### src/rtl/meh16_pkg.sv
`default_nettype none
// ============================================================================
// Module      : meh16_pkg
// Description : Shared widths, loader state encoding and error codes for the
//               MEH16 boot loader.
// Revision    : 1.0
// ============================================================================
package meh16_pkg;

    localparam int ADDR_W    = 12;
    localparam int DATA_W    = 16;
    localparam int RAM_DEPTH = 4096;
    localparam int WORDS_W   = 13;

    typedef enum logic [3:0] {
        S_IDLE    = 4'd0,
        S_LEN_HI  = 4'd1,
        S_LEN_LO  = 4'd2,
        S_DATA_HI = 4'd3,
        S_DATA_LO = 4'd4,
        S_WRITE   = 4'd5,
        S_CS_HI   = 4'd6,
        S_CS_LO   = 4'd7,
        S_VRD     = 4'd8,
        S_VWAIT   = 4'd9,
        S_CHECK   = 4'd10,
        S_DONE    = 4'd11,
        S_ERR     = 4'd12
    } ld_state_t;

    localparam logic [1:0] c_err_none    = 2'b00;
    localparam logic [1:0] c_err_bad_len = 2'b01;
    localparam logic [1:0] c_err_rx_cs   = 2'b10;
    localparam logic [1:0] c_err_rd_cs   = 2'b11;

endpackage
`default_nettype wire

### src/rtl/mem_loader_if.sv
`default_nettype none
// ============================================================================
// Module      : mem_loader_if
// Description : Byte-stream receive port and main-RAM port of the loader.
// Revision    : 1.0
// ============================================================================
interface mem_loader_if #(
    parameter int ADDR_W = meh16_pkg::ADDR_W,
    parameter int DATA_W = meh16_pkg::DATA_W
);
    logic [7:0]        rx_data;
    logic              rx_valid;
    logic              rx_ready;
    logic              ram_en;
    logic              ram_load;
    logic [ADDR_W-1:0] mar;
    logic [DATA_W-1:0] bus;
    logic [DATA_W-1:0] ram_out;

    modport master (
        input  rx_data, rx_valid, ram_out,
        output rx_ready, ram_en, ram_load, mar, bus
    );

    modport slave (
        output rx_data, rx_valid, ram_out,
        input  rx_ready, ram_en, ram_load, mar, bus
    );
endinterface
`default_nettype wire

### src/rtl/mem_loader_csum16.sv
`default_nettype none
// ============================================================================
// Module      : csum16
// Description : Clearable 16-bit running sum, wraps modulo 2^16.
// Revision    : 1.0
// ============================================================================
module csum16 import meh16_pkg::*; (
    input  wire logic              clk,
    input  wire logic              rst,
    input  wire logic              i_clr,
    input  wire logic              i_add,
    input  wire logic [DATA_W-1:0] i_data,
    output logic      [DATA_W-1:0] o_sum
);
    logic [DATA_W-1:0] r_sum;

    always_ff @(posedge clk or posedge rst) begin
        if (rst) begin
            r_sum <= '0;
        end else if (i_clr) begin
            r_sum <= '0;
        end else if (i_add) begin
            r_sum <= r_sum + i_data;
        end
    end

    assign o_sum = r_sum;
endmodule
`default_nettype wire

### src/rtl/mem_loader.sv
`default_nettype none
// ============================================================================
// Module      : mem_loader
// Description : Receives a length/data/checksum byte frame, writes it to RAM
//               from address 0, reads it back and verifies the checksum.
// Revision    : 1.0
// ============================================================================
module mem_loader import meh16_pkg::*; (
    input  wire logic               clk,
    input  wire logic               rst,
    input  wire logic               start,
    mem_loader_if.master            mif,
    output logic                    busy,
    output logic                    cpu_hold,
    output logic                    done,
    output logic                    error,
    output logic [1:0]              err_code,
    output logic [WORDS_W-1:0]      words
);
    ld_state_t          r_state;
    ld_state_t          w_next;
    logic [7:0]         r_hi;
    logic [WORDS_W-1:0] r_len;
    logic [DATA_W-1:0]  r_word;
    logic [DATA_W-1:0]  r_cs;
    logic [ADDR_W-1:0]  r_vaddr;
    logic               r_busy;
    logic               r_hold;
    logic               r_done;
    logic               r_error;
    logic [1:0]         r_code;
    logic [WORDS_W-1:0] r_words;

    logic               w_rx_ready;
    logic               w_ram_en;
    logic               w_ram_load;
    logic [ADDR_W-1:0]  w_mar;
    logic [DATA_W-1:0]  w_bus;
    logic               w_clr;
    logic               w_rx_add;
    logic               w_rd_add;
    logic               w_set_done;
    logic               w_set_err;
    logic [1:0]         w_code;
    logic [DATA_W-1:0]  w_rx_sum;
    logic [DATA_W-1:0]  w_rd_sum;

    logic               w_accept;
    logic [DATA_W-1:0]  w_pair;
    logic               w_len_bad;
    logic               w_last_wr;
    logic               w_last_rd;

    assign w_accept  = mif.rx_valid && w_rx_ready;
    assign w_pair    = {r_hi, mif.rx_data};
    assign w_len_bad = (w_pair == '0) || (w_pair > 16'(RAM_DEPTH));
    assign w_last_wr = ((r_words + 13'd1) == r_len);
    assign w_last_rd = ({1'b0, r_vaddr} == (r_len - 13'd1));

    always_ff @(posedge clk or posedge rst) begin
        if (rst) begin
            r_state <= S_IDLE;
        end else begin
            r_state <= w_next;
        end
    end

    always_comb begin
        w_next     = r_state;
        w_rx_ready = 1'b0;
        w_ram_en   = 1'b0;
        w_ram_load = 1'b0;
        w_mar      = '0;
        w_bus      = '0;
        w_clr      = 1'b0;
        w_rx_add   = 1'b0;
        w_rd_add   = 1'b0;
        w_set_done = 1'b0;
        w_set_err  = 1'b0;
        w_code     = c_err_none;
        case (r_state)
            S_IDLE: begin
                if (start) begin
                    w_next = S_LEN_HI;
                    w_clr  = 1'b1;
                end
            end
            S_LEN_HI: begin
                w_rx_ready = 1'b1;
                if (mif.rx_valid) w_next = S_LEN_LO;
            end
            S_LEN_LO: begin
                w_rx_ready = 1'b1;
                if (mif.rx_valid) begin
                    if (w_len_bad) begin
                        w_next    = S_ERR;
                        w_set_err = 1'b1;
                        w_code    = c_err_bad_len;
                    end else begin
                        w_next = S_DATA_HI;
                    end
                end
            end
            S_DATA_HI: begin
                w_rx_ready = 1'b1;
                if (mif.rx_valid) w_next = S_DATA_LO;
            end
            S_DATA_LO: begin
                w_rx_ready = 1'b1;
                if (mif.rx_valid) w_next = S_WRITE;
            end
            S_WRITE: begin
                w_ram_load = 1'b1;
                w_mar      = r_words[ADDR_W-1:0];
                w_bus      = r_word;
                w_rx_add   = 1'b1;
                w_next     = w_last_wr ? S_CS_HI : S_DATA_HI;
            end
            S_CS_HI: begin
                w_rx_ready = 1'b1;
                if (mif.rx_valid) w_next = S_CS_LO;
            end
            S_CS_LO: begin
                w_rx_ready = 1'b1;
                if (mif.rx_valid) begin
                    if (w_rx_sum != w_pair) begin
                        w_next    = S_ERR;
                        w_set_err = 1'b1;
                        w_code    = c_err_rx_cs;
                    end else begin
                        w_next = S_VRD;
                    end
                end
            end
            S_VRD: begin
                w_ram_en = 1'b1;
                w_mar    = r_vaddr;
                w_next   = S_VWAIT;
            end
            S_VWAIT: begin
                w_rd_add = 1'b1;
                w_next   = w_last_rd ? S_CHECK : S_VRD;
            end
            S_CHECK: begin
                if (w_rd_sum == r_cs) begin
                    w_next     = S_DONE;
                    w_set_done = 1'b1;
                end else begin
                    w_next    = S_ERR;
                    w_set_err = 1'b1;
                    w_code    = c_err_rd_cs;
                end
            end
            S_DONE:  w_next = S_IDLE;
            S_ERR:   w_next = S_IDLE;
            default: w_next = S_IDLE;
        endcase
    end

    // Status flags are sticky: only a new start or reset clears them.
    always_ff @(posedge clk or posedge rst) begin
        if (rst) begin
            r_hi    <= '0;
            r_len   <= '0;
            r_word  <= '0;
            r_cs    <= '0;
            r_vaddr <= '0;
            r_busy  <= 1'b0;
            r_hold  <= 1'b0;
            r_done  <= 1'b0;
            r_error <= 1'b0;
            r_code  <= c_err_none;
            r_words <= '0;
        end else begin
            if (w_clr) begin
                r_busy  <= 1'b1;
                r_hold  <= 1'b1;
                r_done  <= 1'b0;
                r_error <= 1'b0;
                r_code  <= c_err_none;
                r_words <= '0;
                r_vaddr <= '0;
            end
            if (w_accept && (r_state == S_LEN_HI || r_state == S_DATA_HI || r_state == S_CS_HI)) begin
                r_hi <= mif.rx_data;
            end
            if (w_accept && r_state == S_LEN_LO && !w_len_bad) begin
                r_len <= w_pair[WORDS_W-1:0];
            end
            if (w_accept && r_state == S_DATA_LO) begin
                r_word <= w_pair;
            end
            if (w_accept && r_state == S_CS_LO) begin
                r_cs <= w_pair;
            end
            if (r_state == S_WRITE) begin
                r_words <= r_words + 13'd1;
            end
            if (r_state == S_VWAIT) begin
                r_vaddr <= r_vaddr + 12'd1;
            end
            if (w_set_done) begin
                r_done <= 1'b1;
                r_busy <= 1'b0;
                r_hold <= 1'b0;
            end
            if (w_set_err) begin
                r_error <= 1'b1;
                r_code  <= w_code;
                r_busy  <= 1'b0;
            end
        end
    end

    csum16 u_rx_sum (
        .clk    (clk),
        .rst    (rst),
        .i_clr  (w_clr),
        .i_add  (w_rx_add),
        .i_data (r_word),
        .o_sum  (w_rx_sum)
    );

    csum16 u_rd_sum (
        .clk    (clk),
        .rst    (rst),
        .i_clr  (w_clr),
        .i_add  (w_rd_add),
        .i_data (mif.ram_out),
        .o_sum  (w_rd_sum)
    );

    assign mif.rx_ready = w_rx_ready;
    assign mif.ram_en   = w_ram_en;
    assign mif.ram_load = w_ram_load;
    assign mif.mar      = w_mar;
    assign mif.bus      = w_bus;

    assign busy     = r_busy;
    assign cpu_hold = r_hold;
    assign done     = r_done;
    assign error    = r_error;
    assign err_code = r_code;
    assign words    = r_words;
endmodule
`default_nettype wire

### src/flat_wrapper.sv
// flat-port wrapper written by rule: the top's interface ports become plain ports
module mem_loader_flat import meh16_pkg::*;
  (clk, rst, start, busy, cpu_hold, done, error, err_code, words, mif_rx_data, mif_rx_valid, mif_ram_out, mif_rx_ready, mif_ram_en, mif_ram_load, mif_mar, mif_bus);
  mem_loader_if mif_i ();
  input  wire logic clk;
  input  wire logic rst;
  input  wire logic start;
  output logic busy;
  output logic cpu_hold;
  output logic done;
  output logic error;
  output logic [1:0] err_code;
  output logic [WORDS_W-1:0] words;
  input wire logic [$bits(mif_i.rx_data)-1:0] mif_rx_data;
  input wire logic [$bits(mif_i.rx_valid)-1:0] mif_rx_valid;
  input wire logic [$bits(mif_i.ram_out)-1:0] mif_ram_out;
  output wire logic [$bits(mif_i.rx_ready)-1:0] mif_rx_ready;
  output wire logic [$bits(mif_i.ram_en)-1:0] mif_ram_en;
  output wire logic [$bits(mif_i.ram_load)-1:0] mif_ram_load;
  output wire logic [$bits(mif_i.mar)-1:0] mif_mar;
  output wire logic [$bits(mif_i.bus)-1:0] mif_bus;
  assign mif_i.rx_data = mif_rx_data;
  assign mif_i.rx_valid = mif_rx_valid;
  assign mif_i.ram_out = mif_ram_out;
  assign mif_rx_ready = mif_i.rx_ready;
  assign mif_ram_en = mif_i.ram_en;
  assign mif_ram_load = mif_i.ram_load;
  assign mif_mar = mif_i.mar;
  assign mif_bus = mif_i.bus;
  mem_loader u_core (.clk(clk), .rst(rst), .start(start), .mif(mif_i), .busy(busy), .cpu_hold(cpu_hold), .done(done), .error(error), .err_code(err_code), .words(words));
endmodule
### config.mk
export PLATFORM = sky130hd
export DESIGN_NAME = mem_loader_flat
export DESIGN_NICKNAME = d
export VERILOG_FILES = /design/src/rtl/meh16_pkg.sv /design/src/rtl/mem_loader_if.sv /design/src/rtl/mem_loader_csum16.sv /design/src/rtl/mem_loader.sv /design/src/flat_wrapper.sv
export SDC_FILE = /design/constraint.sdc
export NUM_CORES = 1
export LEC_CHECK = 0
export ABC_AREA = 1
export CAP_MARGIN = 20
export CORE_MARGIN = 2
export CORE_UTILIZATION = 41
export CTS_CLUSTER_DIAMETER = 100
export DETAILED_ROUTE_END_ITERATION = 6
export PLACE_DENSITY = 0.66
export SYNTH_ARGS = -nofsm -noshare
export SYNTH_HDL_FRONTEND = slang
export SYNTH_SLANG_ARGS = --single-unit
### constraint.sdc
create_clock -name clk -period 8.1 [get_ports clk]
set_input_delay 1.62 -clock clk [delete_from_list [all_inputs] [get_ports clk]]
set_output_delay 1.62 -clock clk [all_outputs]
set_load 0.1 [all_outputs]
==> results.json, run 1 <==
{
  "setup_tns_ps": 0,
  "crit_top_cell": "inv_2",
  "final_cell_mix": "nand2_1 (253), inv_1 (127), dfrtp_1 (120)",
  "setup_violations": 0,
  "postCtsSetupRepairBufs": 0,
  "grt-ovfl-total": 0,
  "die_w_um": 142.6,
  "port_buffers": 77,
  "die_h_um": 142.6,
  "peakVddDrop_v": 0.0001917,
  "via_per_inst": 5.280,
  "synth-edff-count": 0,
  "outcome": "finished clean",
  "p_leak_nw": 4.464,
  "crit_path_top_delay_cell": "clkdlybuf4s50_1",
  "syn_inst": 1044,
  "synth_nets": 1107,
  "ctsHoldBuffers": 0,
  "drt_iter0_drc": 512,
  "crit_required_ps": 6480,
  "synth-seq-cells": 120,
  "synth_seq_area_share_pct": 38.13,
  "cts_root_buf": "clkbuf_16",
  "clockBufferDepth": 2,
  "endpoint_kind": "output port",
  "timing.rr.start": "u_core.r_state[0]$_DFFE_PP0P_",
  "grt_usage_pct": 22.06,
  "crit_chain": "inv_2 > nor2_2 > inv_2 > nor2_2 > buf_4 > inv_2 > buf_4 > nor2_1 > clkdlybuf4s50_1",
  "grt_max_degree": 65,
  "max_freq_mhz": 202.5,
  "maxSlewViolCount": 0,
  "slowest_delay_ps": 1150,
  "core_mm2": 0.01877,
  "critPathLaunchType": "flip-flop",
  "avgSynthCellArea_um2": 7.543,
  "cap_viol_max_count": 0,
  "grt_pass1_vias": 7001,
  "period_needed_ps": 4938,
  "dr.pass1.iters": 5,
  "clock-sinks": 120,
  "grt_pass1_wl_um": 35180,
  "htree_num_levels": 4,
  "crit_buf_inv": 6,
  "placed_area_mm2": 0.008830,
  "cts_buffers": 17,
  "antenna_found_initial": 0,
  "cts_tree": "yes",
  "start_util_pct": 41.96,
  "min_from": "u_core.done$_DFFE_PP0P_",
  "clk_pin_slew_ps": 50,
  "synth_cell_types": 51,
  "syn-cell-area_mm2": 0.007875,
  "synth-main-ff-cell": "dfrtp_1",
  "place_hpwl_um": 15980,
  "io_pins": 78,
  "drive_gt1_share_pct": 7.181,
  "drt-total-wl_um": 21320,
  "rsz0062_at_grt": "no",
  "die_area_mm2": 0.02033,
  "worst-setup-path-type": "flip-flop to output port",
  "core.rowCount": 50,
  "detail_route.wl_per_cell_um": 15.65,
  "slew_headroom_pct": 33.41,
  "route.detailed.drc": 0,
  "cp_max_fo": 36,
  "layout_commonest_cell": "nand2_1",
  "diodes": 0,
  "fin_worst_skew_ps": 6.686,
  "clk_latency_ps": 420,
  "vias": 7191,
  "cp_top_family": "buffers and inverters",
  "ys_warn_count": 0,
  "p_per_area_mw_per_mm2": 379.0,
  "startpoint": "u_core.r_state[2]$_DFFE_PP0P_",
  "worst_ep_arrival_time_ps": 3320,
  "hp-class": "flip-flop to flip-flop",
  "fin_crit_sh_pct": 60.96,
  "hold_viol": 0,
  "ctsResizeCount": 0,
  "finalWeightedCongestion": 0.9024,
  "layout.nets": 1181,
  "syn_to_final_growth_pct": 18.67,
  "final_area_mm2": 0.009345,
  "tightestPinTransition_ps": 995.8,
  "synthArstFlopShare_pct": 100.0,
  "antenna_left": 0
}
## flip-flops by register name, summed over array words and instances (netlist names)
register and cells:
u_core.done 1, u_core.error 1, u_core.cpu_hold 1, u_core.u_rx_sum.o_sum 16, u_core.r_cs 16, u_core.u_rd_sum.o_sum 16, u_core.words 13, u_core.r_len 13
u_core.r_state 4, u_core.err_code 2, u_core.r_vaddr 12, u_core.r_hi 8, u_core.r_word 16, u_core.busy 1
## cell families (layout without fill, tap and decap cells)
family	Yosys count	after routing	share of synthesized area [%]
adders and majority gates	35	35	5.752
muxes	1	1	0.1271
AOI/OAI and AO/OA	200	200	14.90
buffers and inverters	166	250	8.484
and+or+nand+nor	462	462	25.74
DFF	120	120	38.13
xor gates and xnor gates	60	60	6.864
## cells in the mapped netlist (all sizes together), types with 7 or more instances
| cell type | number | area, µm² |
|---|---|---|
| a21oi | 51 | 277.8 |
| buf | 19 | 115.1 |
| clkbuf | 7 | 26.28 |
| dfrtp | 120 | 3003 |
| ha | 33 | 412.9 |
| inv | 139 | 521.8 |
| nand2 | 259 | 992.2 |
| nand3 | 67 | 345.3 |
| nand4 | 22 | 152.7 |
| nor2 | 86 | 357.8 |
| nor3 | 15 | 85.08 |
| o21ai | 103 | 564.3 |
| o22ai | 27 | 182.7 |
| xnor2 | 29 | 254.0 |
| xor2 | 30 | 262.8 |
## routing by layer
| metal | wire [µm] | part of all wire (%) | vias up | global-route usage [%] |
|---|---|---|---|---|
| met5 | 0 | 0 | - | 0 |
| met4 | 456 | 2.1 | 0 | 8.442 |
| met3 | 1044 | 4.9 | 33 | 3.735 |
| met2 | 9631 | 45 | 172 | 34.77 |
| met1 | 10190 | 48 | 3396 | 30.40 |
| li1 | - | - | 3590 | - |
## final timing paths
kind,slack (ps),cells after the start,to
max,3160,9,mif_bus[4]
min,490,2,u_core.done$_DFFE_PP0P_
max reg2reg,5670,9,u_core.words[12]$_DFFE_PP0P_
min reg2reg,490,2,u_core.done$_DFFE_PP0P_
max in group asynchronous,5120,3,u_core.r_vaddr[5]$_DFFE_PP0P_
min in group asynchronous,1680,2,u_core.r_word[14]$_DFFE_PP0P_
## stage by stage
step	power (mW)	util [%]	worst slack (ps)	instances	hold slack (ps)
after floorplan	2.438	-	2576	1044	473.4
after global placement	2.845	47.05	3620	1333	474.5
after detailed placement	2.868	47.05	3622	1333	489.3
after CTS	3.554	49.79	3151	1362	502.7
after global routing	3.832	49.79	2996	1362	518.6
final	3.541	49.79	3162	1362	492.1
## where the power goes
group | leakage [nW] | internal, mW | switching [mW]
logic | 2.60 | 0.643 | 1.18
registers | 1.60 | 0.810 | 0.237
clock network | 0.259 | 0.415 | 0.257
total | 4.46 | 1.87 | 1.67
## tightest hold or removal path: cells and delay by family, from the launching register on
| kind | cells | cell delay [ps] |
|---|---|---|
| AND/OR/NAND/NOR | 2 | 120 |
| flip-flops | 1 | 340 |
## final cells by class
class / instances / area, µm²
tap: 234 / 292.8
clock inverter: 4 / 20.02
sequential: 120 / 3003
multi-input combinational: 758 / 4204
fill: 1847 / 9423
timing repair buffer: 81 / 800.8
inverter: 140 / 529.3
clock buffer: 25 / 495.5
(Power assumes the default switching activity.)
==> run 2: changes to the inputs <==
Settings changed: PLACE_DENSITY 0.66 to 0.68.
Clock period 8.1 ns to 4.18 ns, I/O delays scaled along.
==> results.json, run 2 (synthesized netlist as in run 1, its figures left out) <==
{
  "p_leak_nw": 4.583,
  "place_hpwl_um": 16060,
  "endpoint_kind": "output port",
  "finalWeightedCongestion": 0.9359,
  "core_mm2": 0.01877,
  "ctsHoldBuffers": 0,
  "crit_required_ps": 3340,
  "start_util_pct": 41.96,
  "setup_violations": 0,
  "internal_power_mw": 3.798,
  "outcome": "finished clean",
  "min_to": "u_core.done$_DFFE_PP0P_",
  "io_pins": 78,
  "detail_route.wl_per_cell_um": 15.65,
  "fill_cells": 1832,
  "clk_latency_ps": 420,
  "p_sw_mw": 3.298,
  "p_comb_share_pct": 49.9,
  "die_w_um": 142.6,
  "p_clk_share_pct": 21.2,
  "htree_num_levels": 4,
  "hp-class": "flip-flop to flip-flop",
  "via_per_inst": 5.326,
  "clockBufferDepth": 2,
  "diodes": 0,
  "worst-setup-path-type": "flip-flop to output port",
  "grt-ovfl-total": 0,
  "p_per_area_mw_per_mm2": 754.6,
  "postCtsSetupRepairBufs": 0,
  "rsz0062_at_grt": "no",
  "cap_viol_max_count": 0,
  "swShare_pct": 46.48,
  "antenna_found_initial": 0,
  "post-place-ws_ps": 1013,
  "port_buffers": 77,
  "antenna_left": 0,
  "final_cell_mix": "nand2_1 (253), inv_1 (127), dfrtp_1 (120)",
  "slew_headroom_pct": 34.62,
  "timing.rr.start": "u_core.r_state[1]$_DFFE_PP0P_",
  "core.rowCount": 50,
  "grt_usage_pct": 21.93,
  "clock-sinks": 120,
  "grt_max_degree": 44,
  "worst_ep_arrival_time_ps": 2500,
  "r2r_end": "u_core.u_rd_sum.o_sum[4]$_DFFE_PP0P_",
  "die_h_um": 142.6,
  "route.detailed.drc": 0,
  "drive_gt1_share_pct": 10.49,
  "tightestPinTransition_ps": 977.7,
  "drt_iter0_drc": 501,
  "max_freq_mhz": 300.2,
  "ctsResizeCount": 0,
  "setup_tns_ps": 0,
  "rrSetupSlack_ps": 1830,
  "hold_depth": 2,
  "drt-total-wl_um": 21400,
  "fin_crit_sh_pct": 79.69,
  "cp_max_fo": 4,
  "maxSlewViolCount": 0,
  "die_area_mm2": 0.02033,
  "post-route-util_pct": 50.11,
  "period_needed_ps": 3331,
  "worst_slack_ps": 849.0,
  "layout_commonest_cell": "nand2_1",
  "grt_pass1_wl_um": 35090,
  "dr.pass1.iters": 5,
  "cts_tree": "yes",
  "clk_pin_slew_ps": 50,
  "cts_buffers": 17,
  "vias": 7286,
  "grt_pass1_vias": 6969,
  "syn_to_final_growth_pct": 19.42,
  "rr_worst_depth": 7,
  "min_from": "u_core.done$_DFFE_PP0P_",
  "p_seq_share_pct": 28.9,
  "peakVddDrop_v": 0.0003579,
  "cts_root_buf": "clkbuf_16",
  "holdWs_ps": 489.1,
  "layout.nets": 1184,
  "regArea_mm2": 0.003003,
  "fin_worst_skew_ps": 6.687,
  "hold_viol": 0,
  "critPathLaunchType": "flip-flop",
  "multi_input_area_mm2": 0.004204,
  "power.total_mw": 7.097
}
-- run 2: cell types whose count changed in the layout (fill, tap and decap cells not counted), sizes merged --
cell           before  now
clkdlybuf4s50      77   47
clkinv              5    3
clkbuf             25   26
buf                 4   37
bufinv              0    2
clkinvlp            0    2
-- run 2: how the worst max path moves through the flow --
stage | startpoint | end | slack, ps | cells past startpoint
final | u_core.r_state[3]$_DFFE_PP0P_ | mif_rx_ready | 850 | 4
after global routing | u_core.r_state[3]$_DFFE_PP0P_ | mif_rx_ready | 740 | 4
after CTS | u_core.r_state[3]$_DFFE_PP0P_ | mif_rx_ready | 830 | 4
after detailed placement | mif_ram_out[0] | u_core.u_rd_sum.o_sum[10]$_DFFE_PP0P_ | 1010 | 13
after global placement | mif_ram_out[0] | u_core.u_rd_sum.o_sum[10]$_DFFE_PP0P_ | 1090 | 13
after floorplan | u_core.r_state[1]$_DFFE_PP0P_ | mif_mar[0] | -560 | 5
-- run 2: final cells by class --
type                            count  share of cell area [%]
Clock buffer                       26                   5.628
Clock inverter                      6                  0.9047
Inverter                          140                   5.628
Multi-Input combinational cell    758                   44.70
Sequential cell                   120                   31.93
Tap cell                          234                   3.113
Timing Repair Buffer               84                   8.089
-- run 2: power by group through the flow --
stage          clock network (mW)  logic [mW]  registers [mW]
3_3_place_gp                    0        3.46            2.05
3_5_place_dp                    0        3.51            2.05
6_report                     1.51        3.54            2.05
4_1_cts                      1.53        3.54            2.04
5_1_grt                      1.59        3.97            2.11
2_1_floorplan                   0        2.62            2.10
-- run 2: routing by layer --
metal	share of wire, %	track usage (%)
met1	47	30.37
met2	46	35.20
met3	5.9	3.398
met4	1.8	7.295
met5	0	0
-- run 2: worst max-delay path, cell delays in order (launching register included) --
cell             delay [ps]
dfrtp_1                 410
nor2_1                  150
inv_1                   120
o22ai_4                 220
clkdlybuf4s50_1        1170
-- run 2: metrics by stage --
| step | cells | area [µm²] |
|---|---|---|
| 6_report | 1368 | 9404 |
| 5_1_grt | 1368 | 9404 |
| 3_3_place_gp | 1336 | 8790 |
| 2_1_floorplan | 1044 | 7875 |
| 4_1_cts | 1368 | 9404 |
| 3_5_place_dp | 1336 | 8790 |
==> run 3: changes to the inputs <==
Settings changed: PLACE_DENSITY 0.68 to 0.66.
Clock period 4.18 ns to 3.5 ns, I/O delays scaled along.
==> results.json, run 3 (synthesized netlist as in run 1, its figures left out) <==
{
  "layout.nets": 1185,
  "io_pins": 78,
  "route.detailed.drc": 0,
  "clk_latency_ps": 430,
  "cts_root_buf": "clkbuf_16",
  "ctsHoldBuffers": 0,
  "core.rowCount": 50,
  "dr.pass1.iters": 5,
  "crit_required_ps": 2800,
  "die_area_mm2": 0.02033,
  "grt_pass1_vias": 6952,
  "ctsResizeCount": 0,
  "clockBufferDepth": 2,
  "postCtsSetupRepairBufs": 0,
  "cts_tree": "yes",
  "die_w_um": 142.6,
  "vias": 7250,
  "hp-class": "flip-flop to flip-flop",
  "slowest_delay_ps": 460,
  "maxSlewViolCount": 0,
  "cts_buffers": 17,
  "dr_wl_met3_um": 1202,
  "critPathLaunchType": "flip-flop",
  "post-route-util_pct": 52.28,
  "via_per_inst": 5.296,
  "period_needed_ps": 3073,
  "met1_length_um": 10160,
  "start_util_pct": 41.96,
  "clk_pin_slew_ps": 60,
  "antenna_found_initial": 0,
  "drive_gt1_share_pct": 12.60,
  "hold_viol": 0,
  "worst_ep_arrival_time_ps": 2370,
  "slew_headroom_pct": 34.65,
  "endpoint_kind": "output port",
  "cp.depth": 8,
  "fill_cells": 1792,
  "finalWeightedCongestion": 0.9139,
  "peakVddDrop_v": 0.0004365,
  "crit_top_cell": "inv_2",
  "die_h_um": 142.6,
  "worst-setup-path-type": "flip-flop to output port",
  "setup_violations": 0,
  "syn_to_final_growth_pct": 24.59,
  "crit_path_top_delay_cell": "dfrtp_1",
  "clock-sinks": 120,
  "drt-total-wl_um": 21560,
  "core_mm2": 0.01877,
  "port_buffers": 77,
  "grt-ovfl-total": 0,
  "grt_pass1_wl_um": 35380,
  "layout_commonest_cell": "nand2_1",
  "route.met2.wl_um": 9845,
  "crit_chain": "inv_2 > nor2_4 > inv_2 > nor2_2 > inv_2 > buf_4 > nor2_1 > buf_12",
  "drt_iter0_drc": 577,
  "cap_viol_max_count": 0,
  "rr_worst_depth": 8,
  "place_hpwl_um": 16250,
  "cp_top_family": "buffers and inverters",
  "fin_worst_skew_ps": 13.28,
  "outcome": "finished clean",
  "htree_num_levels": 4,
  "p_per_area_mw_per_mm2": 871.1,
  "crit_buf_inv": 5,
  "p_leak_nw": 4.686,
  "antenna_left": 0,
  "grt_usage_pct": 22.27,
  "diodes": 0,
  "top_layer": "met4",
  "fin_crit_sh_pct": 87.80,
  "hold_depth": 2,
  "final_cell_mix": "nand2_1 (253), inv_1 (127), dfrtp_1 (120)",
  "detail_route.wl_per_cell_um": 15.75,
  "grt_max_degree": 42,
  "cp_max_fo": 35,
  "tightestPinTransition_ps": 977.2,
  "rsz0062_at_grt": "no",
  "setup_tns_ps": 0,
  "max_freq_mhz": 325.4
}
run 3: changes by cell type in the layout (fill, tap and decap cells not counted), sizes merged:
cell | previous run | this run
clkinv | 3 | 9
buf | 37 | 48
bufinv | 2 | 3
inv | 139 | 138
clkdlybuf4s50 | 47 | 37
clkbuf | 26 | 19
clkinvlp | 2 | 3
run 3: worst paths after layout:
path / from / end / slack, ps
min in group asynchronous: rst / u_core.words[0]$_DFFE_PP0P_ / 680
worst min-delay path: u_core.done$_DFFE_PP0P_ / u_core.done$_DFFE_PP0P_ / 480
worst max-delay path: u_core.r_state[0]$_DFFE_PP0P_ / mif_bus[13] / 430
worst max register to register: u_core.r_state[0]$_DFFE_PP0P_ / u_core.r_vaddr[9]$_DFFE_PP0P_ / 1210
max in group asynchronous: rst / u_core.r_len[9]$_DFFE_PP0P_ / 2170
worst min register to register: u_core.done$_DFFE_PP0P_ / u_core.done$_DFFE_PP0P_ / 480
run 3: routing by layer:
layer | GRT usage, % | up-vias
met1 | 31.19 | 3409
met5 | 0 | -
met4 | 6.462 | 0
li1 | - | 3611
met3 | 3.735 | 31
met2 | 35.58 | 199
run 3: worst min-delay path, cell delays in order, from the launching register on:
cell	delay, ps
dfrtp_1	340
nand2_1	50
nand2_1	60
run 3: report_power, final:
part	switching [mW]	total [mW]	internal, mW	leakage [nW]
clock	0.643	1.79	1.15	0.298
combinational	2.77	4.31	1.54	2.79
sequential	0.570	2.44	1.87	1.60
total	3.99	8.55	4.56	4.69
run 3: area by class of cell:
class	count	area (µm²)	share of cell area, %
repair buffers	85	1106	11.27
flip-flops and latches	120	3003	30.60
inverters	140	530.5	5.407
clock inverters	13	152.6	1.556
clock buffers	19	452.9	4.616
multi-input cells	758	4274	43.56
well taps	234	292.8	2.984
run 3: per-stage QoR:
step                      setup WS [ps]  hold WS (ps)  power, mW  cells  cell area (µm²)
after detailed placement          505.3         469.9      6.754   1337             9206
after global routing              276.8         519.2      9.255   1369             9812
final                             426.9         482.3      8.547   1369             9812
after CTS                         412.1         485.1      8.578   1369             9812
after floorplan                   270.5         473.4      5.664   1044             7949
after global placement            562.7         473.4      6.684   1337             9206
